<file path="config.mk">
export PLATFORM = sky130hd
export DESIGN_NAME = calc_seq_ctrl
export DESIGN_NICKNAME = d
export VERILOG_FILES = /design/src/rtl/calc_seq_ctrl.sv
export SDC_FILE = /design/constraint.sdc
export NUM_CORES = 1
export LEC_CHECK = 0
export CAP_MARGIN = 0
export CORE_UTILIZATION = 31
export CTS_BUF_LIST = sky130_fd_sc_hd__clkbuf_4 sky130_fd_sc_hd__clkbuf_8
export CTS_CLUSTER_SIZE = 12
export DETAILED_ROUTE_END_ITERATION = 6
export PLACE_DENSITY = 0.55
export SLEW_MARGIN = 20
export SYNTH_ARGS = -nofsm -noshare
export SYNTH_HDL_FRONTEND = slang
export SYNTH_SLANG_ARGS = --single-unit
</file>
<file path="constraint.sdc">
create_clock -name clk -period 10.4 [get_ports clk]
set_clock_uncertainty 0.15 [all_clocks]
set_input_delay 2.08 -clock clk [delete_from_list [all_inputs] [get_ports clk]]
set_output_delay 2.08 -clock clk [all_outputs]
set_load 0.01 [all_outputs]
</file>
<file path="src/rtl/calc_seq_ctrl.sv">
// Calculator sequencer: signed decimal entry, operator/equals sequencing and a
// start/done handshake to an external arithmetic unit, with chaining, repeat-equals and error handling.
module calc_seq_ctrl #(
  parameter int WIDTH     = 16,
  parameter int DIGIT_MAX = 5,
  parameter int TIMEOUT   = 64
) (
  input  logic             clk,
  input  logic             nRST,
  input  logic             key_valid,
  input  logic [3:0]       key_digit,
  input  logic             neg_valid,
  input  logic             op_valid,
  input  logic [1:0]       op_code,
  input  logic             eq_valid,
  input  logic             clr_valid,
  output logic             alu_start,
  output logic [1:0]       alu_op,
  output logic [WIDTH-1:0] alu_a,
  output logic [WIDTH-1:0] alu_b,
  input  logic             alu_done,
  input  logic [WIDTH-1:0] alu_result,
  input  logic             alu_ovf,
  output logic             busy,
  output logic             complete,
  output logic             error,
  output logic [WIDTH-1:0] display_output
);
  localparam int CW = $clog2(DIGIT_MAX + 1);
  localparam int TW = $clog2(TIMEOUT + 1);
  localparam logic [WIDTH+3:0] MAX_MAG = {5'b00000, {(WIDTH-1){1'b1}}};

  typedef enum logic [2:0] {
    S_ENTER_A = 3'd0, S_ENTER_B = 3'd1, S_ISSUE = 3'd2,
    S_WAIT    = 3'd3, S_SHOW    = 3'd4, S_ERR   = 3'd5
  } state_t;

  typedef enum logic [2:0] {
    A_NONE = 3'd0, A_CLR = 3'd1, A_EQ = 3'd2, A_OP = 3'd3, A_NEG = 3'd4, A_KEY = 3'd5
  } act_t;

  state_t            state_q, state_d;
  logic [WIDTH-1:0]  mag_q, mag_d, a_q, a_d, b_q, b_d, res_q, res_d, disp_q, disp_d;
  logic              sign_q, sign_d;
  logic [CW-1:0]     dcnt_q, dcnt_d;
  logic [1:0]        op_q, op_d;
  logic [TW-1:0]     tmo_q, tmo_d;
  logic              start_q, start_d, cmpl_q, cmpl_d, busy_q, busy_d, err_q, err_d;

  act_t              act_s;
  logic              key_ok_s, key_acc_s, entry_nxt_s;
  logic [WIDTH+3:0]  new_mag_s;
  logic [WIDTH-1:0]  entry_val_s;

  // One strobe per cycle, highest priority wins.
  always_comb begin
    if (clr_valid)      act_s = A_CLR;
    else if (eq_valid)  act_s = A_EQ;
    else if (op_valid)  act_s = A_OP;
    else if (neg_valid) act_s = A_NEG;
    else if (key_valid) act_s = A_KEY;
    else                act_s = A_NONE;
  end

  assign key_ok_s    = (key_digit <= 4'd9);
  assign new_mag_s   = {4'b0000, mag_q} * (WIDTH+4)'(10) + (WIDTH+4)'(key_digit);
  assign key_acc_s   = key_ok_s && (dcnt_q < CW'(DIGIT_MAX)) && (new_mag_s <= MAX_MAG);
  assign entry_val_s = sign_q ? (-mag_q) : mag_q;

  // Next-state and next-register computation.
  always_comb begin
    state_d = state_q; mag_d = mag_q; sign_d = sign_q; dcnt_d = dcnt_q;
    a_d = a_q; b_d = b_q; op_d = op_q; res_d = res_q; disp_d = disp_q; tmo_d = tmo_q;
    start_d = 1'b0; cmpl_d = 1'b0; busy_d = 1'b0; err_d = 1'b0;
    if (act_s == A_CLR) begin
      state_d = S_ENTER_A; mag_d = '0; sign_d = 1'b0; dcnt_d = '0;
      a_d = '0; b_d = '0; op_d = 2'b00; res_d = '0; disp_d = '0; tmo_d = '0;
    end else begin
      case (state_q)
        S_ENTER_A, S_ENTER_B: begin
          case (act_s)
            A_EQ: begin
              if (state_q == S_ENTER_B) begin
                b_d = entry_val_s; state_d = S_ISSUE;
              end else begin
                state_d = S_ENTER_A;
              end
            end
            A_OP: begin
              if (op_code == 2'b11) begin
                op_d = op_q;
              end else if (state_q == S_ENTER_A) begin
                a_d = entry_val_s; op_d = op_code;
                mag_d = '0; sign_d = 1'b0; dcnt_d = '0; state_d = S_ENTER_B;
              end else begin
                op_d = op_code;
              end
            end
            A_NEG: sign_d = ~sign_q;
            A_KEY: begin
              if (key_acc_s) begin
                mag_d = new_mag_s[WIDTH-1:0]; dcnt_d = dcnt_q + CW'(1);
              end else begin
                mag_d = mag_q;
              end
            end
            default: state_d = state_q;
          endcase
        end
        S_ISSUE: begin
          state_d = S_WAIT; tmo_d = '0;
        end
        S_WAIT: begin
          if (alu_done) begin
            if (alu_ovf) begin
              state_d = S_ERR;
            end else begin
              res_d = alu_result; disp_d = alu_result; cmpl_d = 1'b1; state_d = S_SHOW;
            end
          end else if (tmo_q == TW'(TIMEOUT - 1)) begin
            state_d = S_ERR;
          end else begin
            tmo_d = tmo_q + TW'(1);
          end
        end
        S_SHOW: begin
          case (act_s)
            A_OP: begin
              if (op_code != 2'b11) begin
                a_d = res_q; op_d = op_code;
                mag_d = '0; sign_d = 1'b0; dcnt_d = '0; state_d = S_ENTER_B;
              end else begin
                op_d = op_q;
              end
            end
            A_EQ: begin
              a_d = res_q; state_d = S_ISSUE;
            end
            A_KEY: begin
              if (key_ok_s) begin
                mag_d = WIDTH'(key_digit); sign_d = 1'b0; dcnt_d = CW'(1); state_d = S_ENTER_A;
              end else begin
                state_d = S_SHOW;
              end
            end
            default: state_d = state_q;
          endcase
        end
        S_ERR:   state_d = S_ERR;
        default: state_d = S_ENTER_A;
      endcase
    end
    // Outputs are registered so they line up with the state they describe.
    start_d     = (state_d == S_ISSUE);
    busy_d      = (state_d == S_ISSUE) || (state_d == S_WAIT);
    err_d       = (state_d == S_ERR);
    entry_nxt_s = (state_d == S_ENTER_A) || (state_d == S_ENTER_B);
    disp_d      = entry_nxt_s ? (sign_d ? (-mag_d) : mag_d)
                              : ((state_d == S_ERR) ? {WIDTH{1'b0}} : disp_d);
  end

  // State and datapath registers.
  always_ff @(posedge clk or negedge nRST) begin
    if (!nRST) begin
      state_q <= S_ENTER_A; mag_q <= '0; sign_q <= 1'b0; dcnt_q <= '0;
      a_q <= '0; b_q <= '0; op_q <= 2'b00; res_q <= '0; disp_q <= '0; tmo_q <= '0;
      start_q <= 1'b0; cmpl_q <= 1'b0; busy_q <= 1'b0; err_q <= 1'b0;
    end else begin
      state_q <= state_d; mag_q <= mag_d; sign_q <= sign_d; dcnt_q <= dcnt_d;
      a_q <= a_d; b_q <= b_d; op_q <= op_d; res_q <= res_d; disp_q <= disp_d; tmo_q <= tmo_d;
      start_q <= start_d; cmpl_q <= cmpl_d; busy_q <= busy_d; err_q <= err_d;
    end
  end

  assign alu_start      = start_q;
  assign alu_op         = op_q;
  assign alu_a          = a_q;
  assign alu_b          = b_q;
  assign busy           = busy_q;
  assign complete       = cmpl_q;
  assign error          = err_q;
  assign display_output = disp_q;

endmodule

</file>
-- Yosys cells after proc, flatten, opt, wreduce, memory -nomap -nowiden
Index checks and enable logic that the tools add are counted.
- bits in registers: 100
- output and inout bits: 54
- input port bits: 31
- logic and storage cells: 157
- multipliers: 1
- magnitude comparators: 3
- reduce and logical (&&, ||, !) cells: 23
- add/sub/neg operators: 5
- equal/unequal tests: 34
- bitwise logic cells: 1
- multiplexer cells: 76
- operator list (cell ; number):
    two-way mux 16 bit ; 23
    one-hot mux 16 bit (2 select lines) ; 5
    two-way mux 3 bit ; 18
    negation 16 bit ; 2
    != test 4 bit, second input constant ; 6
    one-hot mux 3 bit (2 select lines) ; 4
    two-way mux 7 bit ; 3
    adder 20 x 4 -> 20 bit ; 1
    less-or-equal comparator 20 x 15 -> 1 bit, second input constant ; 1
    multiplier 16 x 3 -> 19 bit, second input constant ; 1
    == test 3 x 2 -> 1 bit, second input constant ; 6
    != test 3 bit, second input constant ; 6
    == test 3 bit, second input constant ; 5
    one-hot mux 3 bit (5 select lines) ; 1
    one-hot mux 7 bit (2 select lines) ; 1
    two-way mux 2 bit ; 6
    AND reduction 3 bit ; 4
    two-way mux 1 bit ; 10
    nonzero test 2 bit ; 5
    == test 3 x 1 -> 1 bit, second input constant ; 3
    one-hot mux 3 bit (3 select lines) ; 1
    AND reduction 8 bit ; 1
    nonzero test 4 bit ; 2
    adder 7 x 1 -> 7 bit, second input constant ; 1
    other kinds (21) ; 27

-- Longest topological paths before layout
Gate-level depths: netlist of the first run.
- word-level depth: 13
- gate-level depth with buffers: 21
- depth with buffers taken out: 20

-- Least setup slack after synthesis of the first run
No wires, ideal clock.
- kind: input-to-reg
- start point: input key_digit[1]
- end point: register disp_q[14] (netlist: display_output[14])
- stages on the path: 19
- setup slack: 4.744 ns
- data arrival time: 5.368 ns
- path buffers: 0
- path through: ha_1 > fa_1 > and2_1 > o21ai_0 > nor2_1 > nand3b_1 > or3_4 > and3_1 > o21ai_2 > a211o_2 > a21oi_1 > o31ai_1 > inv_1 > ha_1 > o221ai_1 > nor4_4 > a41oi_1 > xnor2_1 > o22ai_1
- word-level cells in the longest chain between the ends: 10
- elaborated cells on any way between the ends: 31
- those cells by class: add/sub: 2; order compare: 2; eq/ne: 3; mux: 17; reduce/logical: 7
- RTL lines (item ; line ; text):
    start: declaration ; 11 ; input logic [3:0] key_digit,
    adder 20 x 4 -> 20 bit or less-or-equal comparator 4 bit (tied branches) ; 66, 65 ;
    less-or-equal comparator 20 x 15 -> 1 bit or logical AND 1 bit (tied branches) ; 67 ; assign key_acc_s = key_ok_s && (dcnt_q < CW'(DIGIT_MAX)) && (new_mag_s <= MAX_MAG);
    logical AND 1 bit ; 67 ;
    two-way mux 16 bit ; 101 ; if (key_acc_s) begin
    one-hot mux 16 bit (2 select lines) ; 81 ; case (act_s)
    one-hot mux 16 bit (2 select lines) (*) ; 79 ; case (state_q)
    two-way mux 16 bit (*) ; 75 ; if (act_s == A_CLR) begin
    via mag_d[0] ; 43 ; logic [WIDTH-1:0] mag_q, mag_d, a_q, a_d, b_q, b_d, res_q, res_d, disp_q, disp_d;
    negation 16 bit (*) ; 158 ; disp_d = entry_nxt_s ? (sign_d ? (-mag_d) : mag_d)
    two-way mux 16 bit (*) (2 in series) ; 158 ;
    end signal: assignment ; 166 ; a_q <= '0; b_q <= '0; op_q <= 2'b00; res_q <= '0; disp_q <= '0; tmo_q <= '0;
    end signal: assignment ; 170 ; a_q <= a_d; b_q <= b_d; op_q <= op_d; res_q <= res_d; disp_q <= disp_d; tmo_q <= tmo_d;
    end: declaration ; 43 ;
The timed path passes the listed nets; every way through them passes the cells marked *.
A chain may end at the register's enable or synchronous reset.

-- Worst setup path after layout of the first run
- start point: input key_digit[1]
- end point: register disp_q[11] (netlist: display_output[11])
The elaborated chain is that of the path after synthesis.

==> summary.txt, run 1 <==
Global route
  – Initial antenna violation count: 0
  – Largest net degree at the start of global routing: 81
  – GR Layer Usage met1: approximately a quarter
  – Met2 GRT Util: between 30% and 40%
  – GRT Overall Usage: 18.2%
  – Grt total ovfl: 0
  – Met3 GRT Util: under 10%
  – Vias in the first global route: 5813
  – Most Crowded Layer GR: met2
  – First-pass GRT wire length: ~32 mm

Placed design
  – Final GP Congestion: 0.849
  – Setup WS pre-CTS: ~3.6 ns
  – Buffers on Ports: 84
  – Dpl hpwl: 15.4 mm
  – Placed Cells: roughly 1100

Cells and area
  – Area of the multi-input gates: between 4000 and 5000 sq um
  – Commonest non-fill, non-tap cell in the layout: dfrtp_1
  – Share of cells above drive strength 1: under 10%
  – Fillers: between 2000 and 2500
  – Area grow syn2layout: 18.3%
  – Fin nets: just over 900
  – Ant diodes: 0
  – Final core utilization: ~37%
  – Sequential Area: 2500 sq um
  – Finished Layout Cells: ~1100
  – Most frequent cells in the layout: 100 x dfrtp_1, 99 x nand2_1, 82 x clkdlybuf4s50_1

Die
  – Number of primary I/O pins: 85
  – Total die area: roughly 23000 sq um
  – Initial Util: 31.6%
  – FP Rows: between 50 and 60
  – Chip width: between 150 and 200 um
  – Die H: between 150 and 200 um
  – Core Footprint: 21900 sq um

CTS
  – Resized cells post-CTS: 0
  – # clock sinks: 100
  – Clk_lat worst skew: around 0.4 ns
  – CTS Buffer Depth: 2
  – Cts hold-fix bufs: 0
  – H-Tree Depth: 3
  – CTS tree: done
  – Clock transition at the registers of the reported paths: 0.12 ns
  – Root Driver: clkbuf_8
  – TritonCTS buffer count: 9
  – Postcts setup bufs: 0

Route
  – Routed Antenna Nets: 0
  – Vias: approximately 6200
  – Vias/cell: between 5 and 6
  – Total Routed Length: 20.2 mm
  – TritonRoute pass-1 iters: 4
  – Avg WL per Cell: approximately 18 um
  – Remaining routing DRC violations: 0
  – Iteration-0 DRC count of the detailed router: 300

Power
  – VDD IR max: 73.6 uV
  – Power per Cell Area: about 100 nW/um^2
  – Leakage: 3.47 nW

Outcome
  – Status: complete, no violations

Min path
  – Min-delay worst type: flop to flop
  – Hold Path Origin: alu_a[7]

Timing
  – RSZ-0062 raised after global routing: false
  – Setup ws final: ~4 ns
  – Max-slew headroom: between 40% and 50%
  – Max-slew violations: 0
  – Highest Clock Rate: 156 MHz
  – WHS: 0.338 ns
  – Post-route clock period utilization: approximately three fifths
  – Final Hold Fails: 0
  – Setup TNS: 0 ns
  – Final min period: 6.41 ns
  – Worst-margin pin slew: between 0.7 and 0.8 ns
  – Final setup vio count: 0

Logic synthesis
  – Syn. warnings: 0
  – EDFF count, synth: 0
  – Async SR Flop Fraction: 100%
  – Mean Syn Cell Area: 8.59 sq um
  – Cell area after synthesis: around 6900 sq um
  – Ys flop type: dfrtp_1
  – #FFs+latches synth: 100
  – Post-synthesis cell type count: slightly above 80
  – Syn_nets: between 800 and 900
  – Mapped Cells: about 800
  – Register area share after synthesis: between 30% and 40%

Setup path
  – Start of the worst register-to-register path: mag_q[3]
  – Slowest CP cell: a211oi_4
  – Worst R2R Setup Slack: roughly 4.3 ns
  – Crit start category: input port
  – Critical path launch point: key_digit[1]
  – Cell Chain, Critical Path: clkdlybuf4s50_1 -> ha_1 -> fa_1 -> and2_1 -> o21ai_0 -> nor2_1 -> nand3b_1 -> or3_4 -> nor3_2 -> a31oi_2 -> a211oi_4 -> a21oi_2 -> a22o_1 -> nor4_1 -> a31oi_1 -> xnor2_1 -> o22ai_1
  – CP required: ~11 ns
  – Critical path endpoint category: flop
  – Critical path's top delay family: compound AO/OA/AOI/OAI gates
  – Critical path buffers and inverters: 1
  – Worst path max stage delay: 0.59 ns
  – Critical path class: input port to flop
  – WP data arrival: approximately 6.5 ns
  – Crit-path max FO: 12

Flow run
  – Number of max-cap violations: 0
## sequential cells by signal (all words and copies together) (netlist names), 2 cells and up
signal,count
alu_b,16
alu_op,2
state_q,3
display_output,16
dcnt_q,3
mag_q,16
alu_a,16
res_q,16
tmo_q,7
## Yosys cell counts (4+ instances only)
master,count,share of area (%)
a211oi_1,11,1.2
a21boi_0,10,1.1
a21o_1,9,0.98
a21oi_1,76,5.5
a22o_1,5,0.63
a31oi_1,11,0.99
and2_1,7,0.63
and3_1,10,0.90
and4_1,4,0.51
clkbuf_1,41,2.2
dfrtp_1,100,36
ha_1,35,6.3
inv_1,12,0.65
mux2i_1,7,1.0
nand2_1,99,5.4
nand2b_1,9,0.81
nand3_1,16,1.2
nand3b_1,12,1.3
nor2_1,78,4.2
nor2b_1,7,0.63
nor3_1,17,1.2
nor4_1,5,0.45
nor4_4,4,1.2
o21ai_0,65,4.7
o22ai_1,13,1.2
o31ai_1,11,1.2
or2_2,8,0.72
xnor2_1,24,3.0
xor2_1,24,3.0
## layout make-up
class	count	area share (%)
Clock inverter	7	0.855
Sequential cell	100	30.5
Inverter	12	0.550
Clock buffer	9	1.51
Timing Repair Buffer	92	10.9
Multi-Input combinational cell	649	51.3
Tap cell	280	4.28
## path summary, 6_finish.rpt
kind,endpoint,cells past startpoint
max reg2reg,display_output[11],17
min,alu_a[7],2
min in group asynchronous,tmo_q[1],1
min reg2reg,alu_a[7],2
max in group asynchronous,display_output[3],2
max,display_output[11],17
## worst register-to-register path, stage by stage (launching register included)
cell      delay (ns)
dfrtp_1         0.72
ha_1            0.35
ha_1            0.23
fa_1            0.40
a21o_1          0.22
a221o_4         0.40
xor2_2          0.17
or3b_4          0.43
or3_4           0.40
nor3_2          0.21
a31oi_2         0.17
a211oi_4        0.59
a21oi_2         0.26
a22o_1          0.39
nor4_1          0.39
a31oi_1         0.17
xnor2_1         0.21
o22ai_1         0.11
## stage by stage
step           instance area (sq um)  total power, mW
2_1_floorplan                   6920            0.509
3_3_place_gp                    8000            0.575
3_5_place_dp                    8000            0.575
4_1_cts                         8190            0.824
5_1_grt                         8190            0.855
6_report                        8190            0.815
## per-layer routing
metal  wire length (um)  vias to the layer above
met5                  0                        -
met4                380                        0
met3                536                       21
met2               9570                      115
met1               9730                     2982
li1                   -                     3034
## power by group
part,switching (mW),internal [mW]
Sequential,0.0136,0.398
Clock,0.154,0.0932
Combinational,0.0909,0.0640
Total,0.259,0.556
## cell families after synthesis
logic type / Yosys count / synth area share, %
and+or+nand+nor: 300 / 22.2
AOI/OAI and AO/OA: 255 / 24.0
DFF: 100 / 36.1
buffers and inverters: 57 / 3.23
xor gates and xnor gates: 49 / 6.31
adders and majority gates: 37 / 6.90
muxes: 8 / 1.17
No activity file was read; power rests on OpenSTA's default activity.
==> run 2: changes to the inputs <==
- clock period: 10.4 -> 6.3 ns (I/O delays scaled with it)
==> summary.txt, run 2 (synthesized netlist as in run 1, its figures left out) <==
Outcome
  – Status: complete, no violations

Route
  – TritonRoute pass-1 iters: 6 (+2)
  – Remaining routing DRC violations: 0 (unchanged)
  – Iteration-0 DRC count of the detailed router: 347 (+16%)
  – Total Routed Length: 20.5 mm (+1.3%)
  – Vias/cell: 5.33 (-0.42%)
  – Routed Antenna Nets: 0 (unchanged)
  – Avg WL per Cell: 17.6 um (+0.25%)
  – Vias: 6190 (+0.62%)

CTS
  – Clk_lat worst skew: 0.37 ns (-0.02 ns)
  – CTS Buffer Depth: 2 (unchanged)
  – Root Driver: clkbuf_8
  – Resized cells post-CTS: 0 (unchanged)
  – # clock sinks: 100 (unchanged)
  – Cts hold-fix bufs: 0 (unchanged)
  – Clock transition at the registers of the reported paths: 0.11 ns (about the same)
  – H-Tree Depth: 3 (unchanged)
  – CTS tree: done
  – TritonCTS buffer count: 9 (unchanged)
  – Postcts setup bufs: 0 (unchanged)

Cells and area
  – Fillers: 2284 (-1.0%)
  – Most frequent cells in the layout: 100 x dfrtp_1, 99 x nand2_1, 82 x clkdlybuf4s50_1
  – Finished Layout Cells: 1161 (+1.0%)
  – Area grow syn2layout: 19.6%
  – Fin nets: 944 (+1.3%)
  – Commonest non-fill, non-tap cell in the layout: dfrtp_1
  – Ant diodes: 0 (unchanged)
  – Share of cells above drive strength 1: 8.40% (+1.3 points)

Min path
  – Hold Path Origin: alu_a[10]
  – Hold Path Stages: 2 (unchanged)
  – Min-delay worst type: flop to flop
  – Hold EP: alu_a[10]

Global route
  – Grt total ovfl: 0 (unchanged)
  – GRT Overall Usage: 18.3% (+0.091 points)
  – Largest net degree at the start of global routing: 65 (-20%)
  – Vias in the first global route: 5893 (+1.4%)
  – Initial antenna violation count: 0 (unchanged)
  – First-pass GRT wire length: 32.5 mm (+1.3%)

Die
  – Chip width: 151 um (unchanged)
  – Number of primary I/O pins: 85 (unchanged)
  – FP Rows: 54 (unchanged)
  – Die H: 151 um (unchanged)
  – Core Footprint: 21900 sq um (unchanged)
  – Total die area: 22900 sq um (unchanged)
  – Initial Util: 31.6% (unchanged)

Power
  – Power per Cell Area: 162 nW/um^2 (+63%)
  – Leakage: 3.52 nW (+1.6%)
  – Sequential power share: 50.3% (-0.3 points)
  – Clk pwr share: 29.7% (-0.7 points)
  – Switch share: 31.4% (-0.37 points)
  – Power Internal: 921 uW (+66%)
  – Sw power: 422 uW (+63%)
  – VDD IR max: 78.0 uV (+6.0%)
  – Combinational power share: 19.9% (+0.9 points)

Placed design
  – Placed Cells: 1145 (+1.1%)
  – Final GP Congestion: 0.895 (+5.5%)
  – Dpl hpwl: 15.9 mm (+3.3%)
  – Buffers on Ports: 84 (unchanged)

Timing
  – Post-route clock period utilization: around nine tenths
  – Final Hold Fails: 0 (unchanged)
  – Max-slew headroom: 43.5% (-5.9 points)
  – Final setup vio count: 0 (unchanged)
  – Setup TNS: 0 ns (unchanged)
  – RSZ-0062 raised after global routing: false
  – WHS: 0.334 ns (-0.00340 ns)
  – Highest Clock Rate: roughly 180 MHz
  – Worst-margin pin slew: 0.827 ns (+0.0677 ns)
  – Final min period: roughly 5.7 ns
  – Max-slew violations: 0 (unchanged)

Setup path
  – WP data arrival: 5.76 ns (-0.76 ns)
  – Critical path endpoint category: flop
  – Critical path class: flop to flop
  – Worst R2R Setup Slack: 0.63 ns (-3.65 ns)
  – Crit start category: flop
  – Reg2reg end: display_output[13]
  – Start of the worst register-to-register path: mag_q[3]
  – Crit-path max FO: 7 (-5)
  – CP required: 6.39 ns (-4.12 ns)
  – FF-to-FF path depth: 18 (+1)

Flow run
  – Number of max-cap violations: 0 (unchanged)
run 2: cell types whose count changed in the layout (fill, tap and decap cells not counted):
cell and delta:
buf_4 +13, inv_6 -1, buf_6 -1, clkinvlp_4 +1
run 2: cell type report:
type,instances,area [sq um],area share [%]
inverter,12,45.0,0.544
timing repair buffer,104,983,11.9
tap,280,350,4.23
clock inverter,7,68.8,0.831
sequential,100,2500,30.2
multi-input combinational,649,4210,50.8
clock buffer,9,124,1.50
run 2: through the flow:
stage | instance area (sq um) | utilization [%] | power (mW) | setup WS (ns)
floorplan | 6920 | - | 0.841 | 1.13
global placement | 8090 | 36.9 | 0.957 | 0.532
detailed placement | 8090 | 36.9 | 0.958 | 0.422
CTS | 8280 | 37.8 | 1.36 | 0.629
global route | 8280 | 37.8 | 1.41 | 0.310
finish | 8280 | 37.8 | 1.34 | 0.628
run 2: worst max path at each step:
| stage | start | endpoint | slack, ns | cells after the start |
|---|---|---|---|---|
| 6_report | mag_q[3] | display_output[13] | 0.63 | 18 |
| 5_1_grt | mag_q[3] | display_output[13] | 0.31 | 18 |
| 4_1_cts | mag_q[3] | display_output[13] | 0.63 | 18 |
| 3_5_place_dp | key_digit[1] | display_output[13] | 0.42 | 18 |
| 3_3_place_gp | key_digit[1] | display_output[14] | 0.53 | 18 |
| 2_1_floorplan | mag_q[1] | display_output[14] | 1.13 | 20 |
run 2: power groups by stage:
| stage | Combinational, mW | Sequential, mW | Clock (mW) |
|---|---|---|---|
| 3_3_place_gp | 0.268 | 0.689 | 0 |
| 4_1_cts | 0.270 | 0.676 | 0.410 |
| 6_report | 0.268 | 0.676 | 0.400 |
| 2_1_floorplan | 0.154 | 0.687 | 0 |
| 5_1_grt | 0.296 | 0.678 | 0.433 |
| 3_5_place_dp | 0.270 | 0.688 | 0 |
run 2: routing by layer:
metal / GRT usage [%] / part of all wire, %
met5: 0 / 0
met4: 6.30 / 2.3
met3: 1.53 / 3.6
met2: 30.2 / 47
met1: 25.1 / 47
run 2: worst max-delay path, cell delays in order (launching register included):
cell,delay [ns]
dfrtp_1,0.43
ha_1,0.31
ha_1,0.24
fa_1,0.40
a21o_1,0.21
a221o_4,0.41
xor2_2,0.19
or3b_4,0.44
or3_4,0.39
nor3_2,0.21
a31oi_2,0.17
a211oi_4,0.38
buf_4,0.25
mux2i_1,0.26
o22ai_2,0.23
nor4_4,0.43
a31oi_1,0.17
xnor2_1,0.17
o22ai_1,0.10
